--- src/rtl/bus_arbiter_if.sv ---
// Memory-bus bundle shared by the requesters, the arbiter and the memory map.
// Per-requester fields are packed so requester i occupies bits [32i+31:32i].
interface bus_arbiter_if #(
  parameter int NUM_REQ = 2
);
  logic [NUM_REQ-1:0]       req;
  logic [NUM_REQ-1:0][31:0] req_addr;
  logic [NUM_REQ-1:0][31:0] req_wr_data;
  logic [NUM_REQ-1:0]       req_wr_en;
  logic [NUM_REQ-1:0]       gnt;
  logic [NUM_REQ-1:0]       rd_valid;
  logic [31:0]              rd_data;
  logic [31:0]              bus_addr;
  logic [31:0]              bus_wr_data;
  logic                     bus_wr_en;
  logic [31:0]              bus_rd_data;

  // Arbiter side.
  modport slave (
    input  req, req_addr, req_wr_data, req_wr_en, bus_rd_data,
    output gnt, rd_valid, rd_data, bus_addr, bus_wr_data, bus_wr_en
  );

  // Requesters plus memory map.
  modport master (
    output req, req_addr, req_wr_data, req_wr_en, bus_rd_data,
    input  gnt, rd_valid, rd_data, bus_addr, bus_wr_data, bus_wr_en
  );
endinterface

--- src/rtl/bus_arbiter.sv ---
// Round-robin owner of the single memory bus; bursts capped at MAX_BURST beats.
// Read data is steered back to the issuing requester one cycle after acceptance.
module bus_arbiter #(
  parameter int NUM_REQ   = 2,
  parameter int MAX_BURST = 16
) (
  input  logic         clk,
  input  logic         rst,
  bus_arbiter_if.slave bif
);
  localparam int IW = (NUM_REQ > 1) ? $clog2(NUM_REQ) : 1;
  localparam int CW = $clog2(MAX_BURST + 1);

  typedef enum logic {IDLE, OWNED} state_e;

  state_e        state_q, state_d;
  logic [IW-1:0] owner_q, owner_d;
  logic [IW-1:0] last_owner_q, last_owner_d;
  logic [IW-1:0] rd_owner_q, rd_owner_d;
  logic [CW-1:0] burst_cnt_q, burst_cnt_d;
  logic          rd_pend_q, rd_pend_d;

  logic [IW-1:0] sel;
  logic          sel_vld;
  logic          beat;
  logic          last_beat;

  // Scan from the farthest candidate down so the nearest one after last_owner wins.
  always_comb begin
    sel     = '0;
    sel_vld = 1'b0;
    for (int k = NUM_REQ; k >= 1; k--) begin
      int idx;
      idx = (int'(last_owner_q) + k) % NUM_REQ;
      if (bif.req[IW'(idx)]) begin
        sel     = IW'(idx);
        sel_vld = 1'b1;
      end
    end
  end

  assign beat      = (state_q == OWNED) && bif.req[owner_q];
  assign last_beat = (burst_cnt_q == CW'(MAX_BURST - 1));

  always_ff @(posedge clk) begin
    if (rst) begin
      state_q      <= IDLE;
      owner_q      <= '0;
      last_owner_q <= IW'(NUM_REQ - 1);
      rd_owner_q   <= '0;
      burst_cnt_q  <= '0;
      rd_pend_q    <= 1'b0;
    end else begin
      state_q      <= state_d;
      owner_q      <= owner_d;
      last_owner_q <= last_owner_d;
      rd_owner_q   <= rd_owner_d;
      burst_cnt_q  <= burst_cnt_d;
      rd_pend_q    <= rd_pend_d;
    end
  end

  always_comb begin
    state_d      = state_q;
    owner_d      = owner_q;
    last_owner_d = last_owner_q;
    rd_owner_d   = rd_owner_q;
    burst_cnt_d  = burst_cnt_q;
    rd_pend_d    = 1'b0;
    case (state_q)
      IDLE: begin
        if (sel_vld) begin
          owner_d     = sel;
          burst_cnt_d = '0;
          state_d     = OWNED;
        end
      end
      OWNED: begin
        if (beat) begin
          burst_cnt_d = burst_cnt_q + 1'b1;
          if (!bif.req_wr_en[owner_q]) begin
            rd_pend_d  = 1'b1;
            rd_owner_d = owner_q;
          end
          if (last_beat) begin
            state_d      = IDLE;
            last_owner_d = owner_q;
          end
        end else begin
          // Owner dropped its request: hand the bus back without a beat.
          state_d      = IDLE;
          last_owner_d = owner_q;
        end
      end
      default: state_d = IDLE;
    endcase
  end

  always_comb begin
    bif.gnt         = '0;
    bif.bus_addr    = '0;
    bif.bus_wr_data = '0;
    bif.bus_wr_en   = 1'b0;
    bif.rd_valid    = '0;
    if (state_q == OWNED) begin
      bif.gnt[owner_q] = bif.req[owner_q];
      bif.bus_addr     = bif.req_addr[owner_q];
      bif.bus_wr_data  = bif.req_wr_data[owner_q];
      bif.bus_wr_en    = bif.req_wr_en[owner_q] && bif.req[owner_q];
    end
    bif.rd_valid[rd_owner_q] = rd_pend_q;
  end

  assign bif.rd_data = bif.bus_rd_data;

endmodule

--- src/flat_wrapper.sv ---
// flat-port wrapper written by rule: the top's interface ports become plain ports
module bus_arbiter_flat 
#(
  parameter int NUM_REQ   = 2,
  parameter int MAX_BURST = 16
)
  (clk, rst, bif_req, bif_req_addr, bif_req_wr_data, bif_req_wr_en, bif_bus_rd_data, bif_gnt, bif_rd_valid, bif_rd_data, bif_bus_addr, bif_bus_wr_data, bif_bus_wr_en);
  bus_arbiter_if #(.NUM_REQ(NUM_REQ)) bif_i ();
  input  logic clk;
  input  logic rst;
  input wire logic [$bits(bif_i.req)-1:0] bif_req;
  input wire logic [$bits(bif_i.req_addr)-1:0] bif_req_addr;
  input wire logic [$bits(bif_i.req_wr_data)-1:0] bif_req_wr_data;
  input wire logic [$bits(bif_i.req_wr_en)-1:0] bif_req_wr_en;
  input wire logic [$bits(bif_i.bus_rd_data)-1:0] bif_bus_rd_data;
  output wire logic [$bits(bif_i.gnt)-1:0] bif_gnt;
  output wire logic [$bits(bif_i.rd_valid)-1:0] bif_rd_valid;
  output wire logic [$bits(bif_i.rd_data)-1:0] bif_rd_data;
  output wire logic [$bits(bif_i.bus_addr)-1:0] bif_bus_addr;
  output wire logic [$bits(bif_i.bus_wr_data)-1:0] bif_bus_wr_data;
  output wire logic [$bits(bif_i.bus_wr_en)-1:0] bif_bus_wr_en;
  assign bif_i.req = bif_req;
  assign bif_i.req_addr = bif_req_addr;
  assign bif_i.req_wr_data = bif_req_wr_data;
  assign bif_i.req_wr_en = bif_req_wr_en;
  assign bif_i.bus_rd_data = bif_bus_rd_data;
  assign bif_gnt = bif_i.gnt;
  assign bif_rd_valid = bif_i.rd_valid;
  assign bif_rd_data = bif_i.rd_data;
  assign bif_bus_addr = bif_i.bus_addr;
  assign bif_bus_wr_data = bif_i.bus_wr_data;
  assign bif_bus_wr_en = bif_i.bus_wr_en;
  bus_arbiter #(.NUM_REQ(NUM_REQ), .MAX_BURST(MAX_BURST)) u_core (.clk(clk), .rst(rst), .bif(bif_i));
endmodule
--- config.mk ---
export PLATFORM = sky130hd
export DESIGN_NAME = bus_arbiter_flat
export DESIGN_NICKNAME = d
export VERILOG_FILES = /design/src/rtl/bus_arbiter_if.sv /design/src/rtl/bus_arbiter.sv /design/src/flat_wrapper.sv
export SDC_FILE = /design/constraint.sdc
export NUM_CORES = 1
export LEC_CHECK = 0
export ABC_AREA = 1
export ABC_CLOCK_PERIOD_IN_PS = 2600
export CORE_AREA = 2 2 104 106
export DETAILED_ROUTE_END_ITERATION = 10
export DIE_AREA = 0 0 106 108
export GPL_ROUTABILITY_DRIVEN = 0
export GPL_TIMING_DRIVEN = 0
export MAX_ROUTING_LAYER = met4
export PLACE_DENSITY = 0.7
export SKIP_LAST_GASP = 1
export SLEW_MARGIN = 20
export SYNTH_ARGS = -nofsm -noshare
export SYNTH_HDL_FRONTEND = slang
export SYNTH_SLANG_ARGS = --single-unit
--- constraint.sdc ---
create_clock -name clk -period 2.6 [get_ports clk]
set_clock_uncertainty 0.2 [all_clocks]
set_input_delay 0.39 -clock clk [delete_from_list [all_inputs] [get_ports clk]]
set_output_delay 0.39 -clock clk [all_outputs]
set_load 0.03 [all_outputs]
==> results.sh <==
export IMPL_clockBufferDepth=2
export IMPL_fin_crit_ps=2470
export IMPL_wl_met2_um=4950
export IMPL_die_area_um2=11400
export IMPL_clk_latency_ps=230
export IMPL_finalWorstSetupSlack_ps=128
export IMPL_outcome="complete, no violations"
export IMPL_htreeDepth=1
export IMPL_final_common_cell="clkdlybuf4s50_1"
export IMPL_grt_setup_unrepaired="no"
export IMPL_power_density_nw_per_um2=274
export IMPL_worstPathRequired_ps=2010
export IMPL_yosysWarnings=0
export IMPL_holdPathEnd="u_core.owner_q$_SDFFE_PP0P_"
export IMPL_cp_start_kind="flop"
export IMPL_io_buffers=234
export IMPL_n_antenna_cell=0
export IMPL_die_w_um=106
export IMPL_leakagePower_nw=2.05
export IMPL_n_fill_cell=1102
export IMPL_drive_gt1_share_pct=11.2
export IMPL_routed_wl_um=9270
export IMPL_whs_path_depth=1
export IMPL_synthesis_nets=483
export IMPL_min_delay_start="u_core.last_owner_q$_SDFFE_PP1P_"
export IMPL_areaGrowthSynthToFinish_pct=149
export IMPL_drt_iter0_drc=140
export IMPL_p_total_mw=1.14
export IMPL_vias=2842
export IMPL_slew_viol_final=0
export IMPL_die_height_um=108
export IMPL_rrSetupSlack_ps=1000
export IMPL_yosysUniqueCellTypes=22
export IMPL_grt_max_degree=11
export IMPL_dr_max_layer_used="met4"
export IMPL_grt_first_pass_wirelength_um=13300
export IMPL_final_period_utilization_pct=95.1
export IMPL_avgSynthCellArea_um2=5.32
export IMPL_vdd_drop_max_mv=0.198
export IMPL_cts_sinks=10
export IMPL_place_ws_ps=53.6
export IMPL_root_buffer="clkbuf_8"
export IMPL_min_path_type="reg2reg"
export IMPL_cp_max_fo=10
export IMPL_cts_tree="built"
export IMPL_cts_hold_buf=0
export IMPL_setup_tns_ps=0
export IMPL_rr_startpoint="u_core.burst_cnt_q[0]$_SDFFE_PP0P_"
export IMPL_worstReg2RegEnd="u_core.last_owner_q$_SDFFE_PP1P_"
export IMPL_grt_usage_pct=14.8
export IMPL_wl_met1_um=3530
export IMPL_syn_inst=315
export IMPL_worst_slew_pin_slew_ps=422
export IMPL_hold_viol=0
export IMPL_final_cell_mix="172 x clkdlybuf4s50_1, 133 x nor2_1, 55 x dlygate4sd2_1"
export IMPL_synth_seq_cells=10
export IMPL_max_cap_violations=0
export IMPL_async_flop_share_pct=0
export IMPL_worst_ep_arrival_time_ps=1880
export IMPL_rr_worst_depth=7
export IMPL_start_util_pct=16.4
export IMPL_dp_hpwl_um=7770
export IMPL_relSlewSlack_pct=71.9
export IMPL_io_pins=267
export IMPL_final_util_pct=40.7
export IMPL_routed_via_density=4.12
export IMPL_num_rows=37
export IMPL_synth_edff_count=0
export IMPL_fin_nets=722
export IMPL_ys_dominant_reg_cell="dfxtp_1"
export IMPL_drcViolationCount=0
export IMPL_syn_area_um2=1680
export IMPL_finalSetupViolCount=0
export IMPL_wl_met3_um=705
export IMPL_drt_first_pass_iters=4
export IMPL_antenna_left=0
export IMPL_worstSetupPathType="reg2out"
export IMPL_coreArea_um2=10200
export IMPL_antenna_found_initial=0
export IMPL_seq_area_frac_synth_pct=11.9
export IMPL_overflow=0
export IMPL_endpoint_kind="output port"
export IMPL_cts_buffers=3
export IMPL_grt_pass1_vias=2729
export IMPL_fmax_mhz=404
export IMPL_wl_per_cell_um=13.5
export IMPL_path_clk_slew_ps=50
==> worst max path at each step <==
stage / start / endpoint / cells past startpoint
6_report: u_core.owner_q$_SDFFE_PP0P_ / bif_bus_addr[0] / 6
5_1_grt: u_core.owner_q$_SDFFE_PP0P_ / bif_bus_wr_data[17] / 7
2_1_floorplan: u_core.owner_q$_SDFFE_PP0P_ / bif_bus_addr[10] / 6
4_1_cts: u_core.owner_q$_SDFFE_PP0P_ / bif_bus_wr_en / 6
3_5_place_dp: u_core.owner_q$_SDFFE_PP0P_ / bif_bus_wr_data[14] / 7
3_3_place_gp: u_core.owner_q$_SDFFE_PP0P_ / bif_bus_wr_data[14] / 7
==> worst max-delay path, cell delays in order, from the launching register on <==
cell,delay [ps]
dfxtp_1,290
buf_4,170
inv_1,100
buf_4,210
nor2_1,80
nor2_1,110
clkdlybuf4s50_1,690
==> state kept, by name, summed over array words and instances (netlist names) <==
| register | flops |
|---|---|
| u_core.burst_cnt_q | 5 |
| u_core.owner_q | 1 |
| u_core.state_q | 1 |
| u_core.last_owner_q | 1 |
| u_core.rd_pend_q | 1 |
| u_core.rd_owner_q | 1 |
==> stage by stage <==
step / area [um^2] / instances / hold slack (ps)
2_1_floorplan: 1680 / 315 / 206
3_3_place_gp: 4190 / 685 / 219
3_5_place_dp: 4190 / 685 / 227
4_1_cts: 4170 / 689 / 235
5_1_grt: 4160 / 689 / 267
6_report: 4160 / 689 / 237
==> synth_stat cells (2+ instances only) <==
cell      number  area share [%]
nor2_1       133              30
nand2_2        2            0.75
buf_4         39              17
a21oi_1        6             1.8
nand3_2        2             1.2
dfxtp_1       10              12
buf_2          6             1.8
inv_2          2            0.45
nand3_1        4             1.2
ha_1           2             1.5
inv_1         12             2.7
nand2_1       12             2.7
and3_1         2            0.75
o21ai_0       50              15
clkbuf_1       8             1.8
o21ai_1       19             5.7
==> cell families after synthesis <==
kind of cell	count (synthesis)	synth area share [%]
fa+ha+maj	2	1.49
buf+inv	68	24.9
simple gates	158	38.5
flops	10	11.9
compound gates	77	23.2
==> report_power, final <==
group          switching, mW  internal [mW]
Combinational          0.408          0.377
Clock                 0.0578          0.133
Sequential           0.00595          0.160
==> per-layer routing <==
metal,vias up,GRT usage (%)
met5,-,-
met1,1243,16.4
met3,8,2.53
met4,0,2.07
met2,140,28.3
li1,1451,-
==> final cells by class <==
class	count	area [um^2]	area share, %
inverters	14	52.6	1.26
clock buffers	4	55.1	1.32
flip-flops and latches	10	200	4.81
repair buffers	234	2260	54.4
well taps	136	170	4.09
plain buffers	54	364	8.74
multi-input cells	237	1060	25.4
==> repair_timing <==
action                                  4_1_cts  5_1_grt
resized for setup                            60       10
buffers inserted                              0        0
endpoints found under the setup margin       60        7
Power figures use the tool's default switching activity.
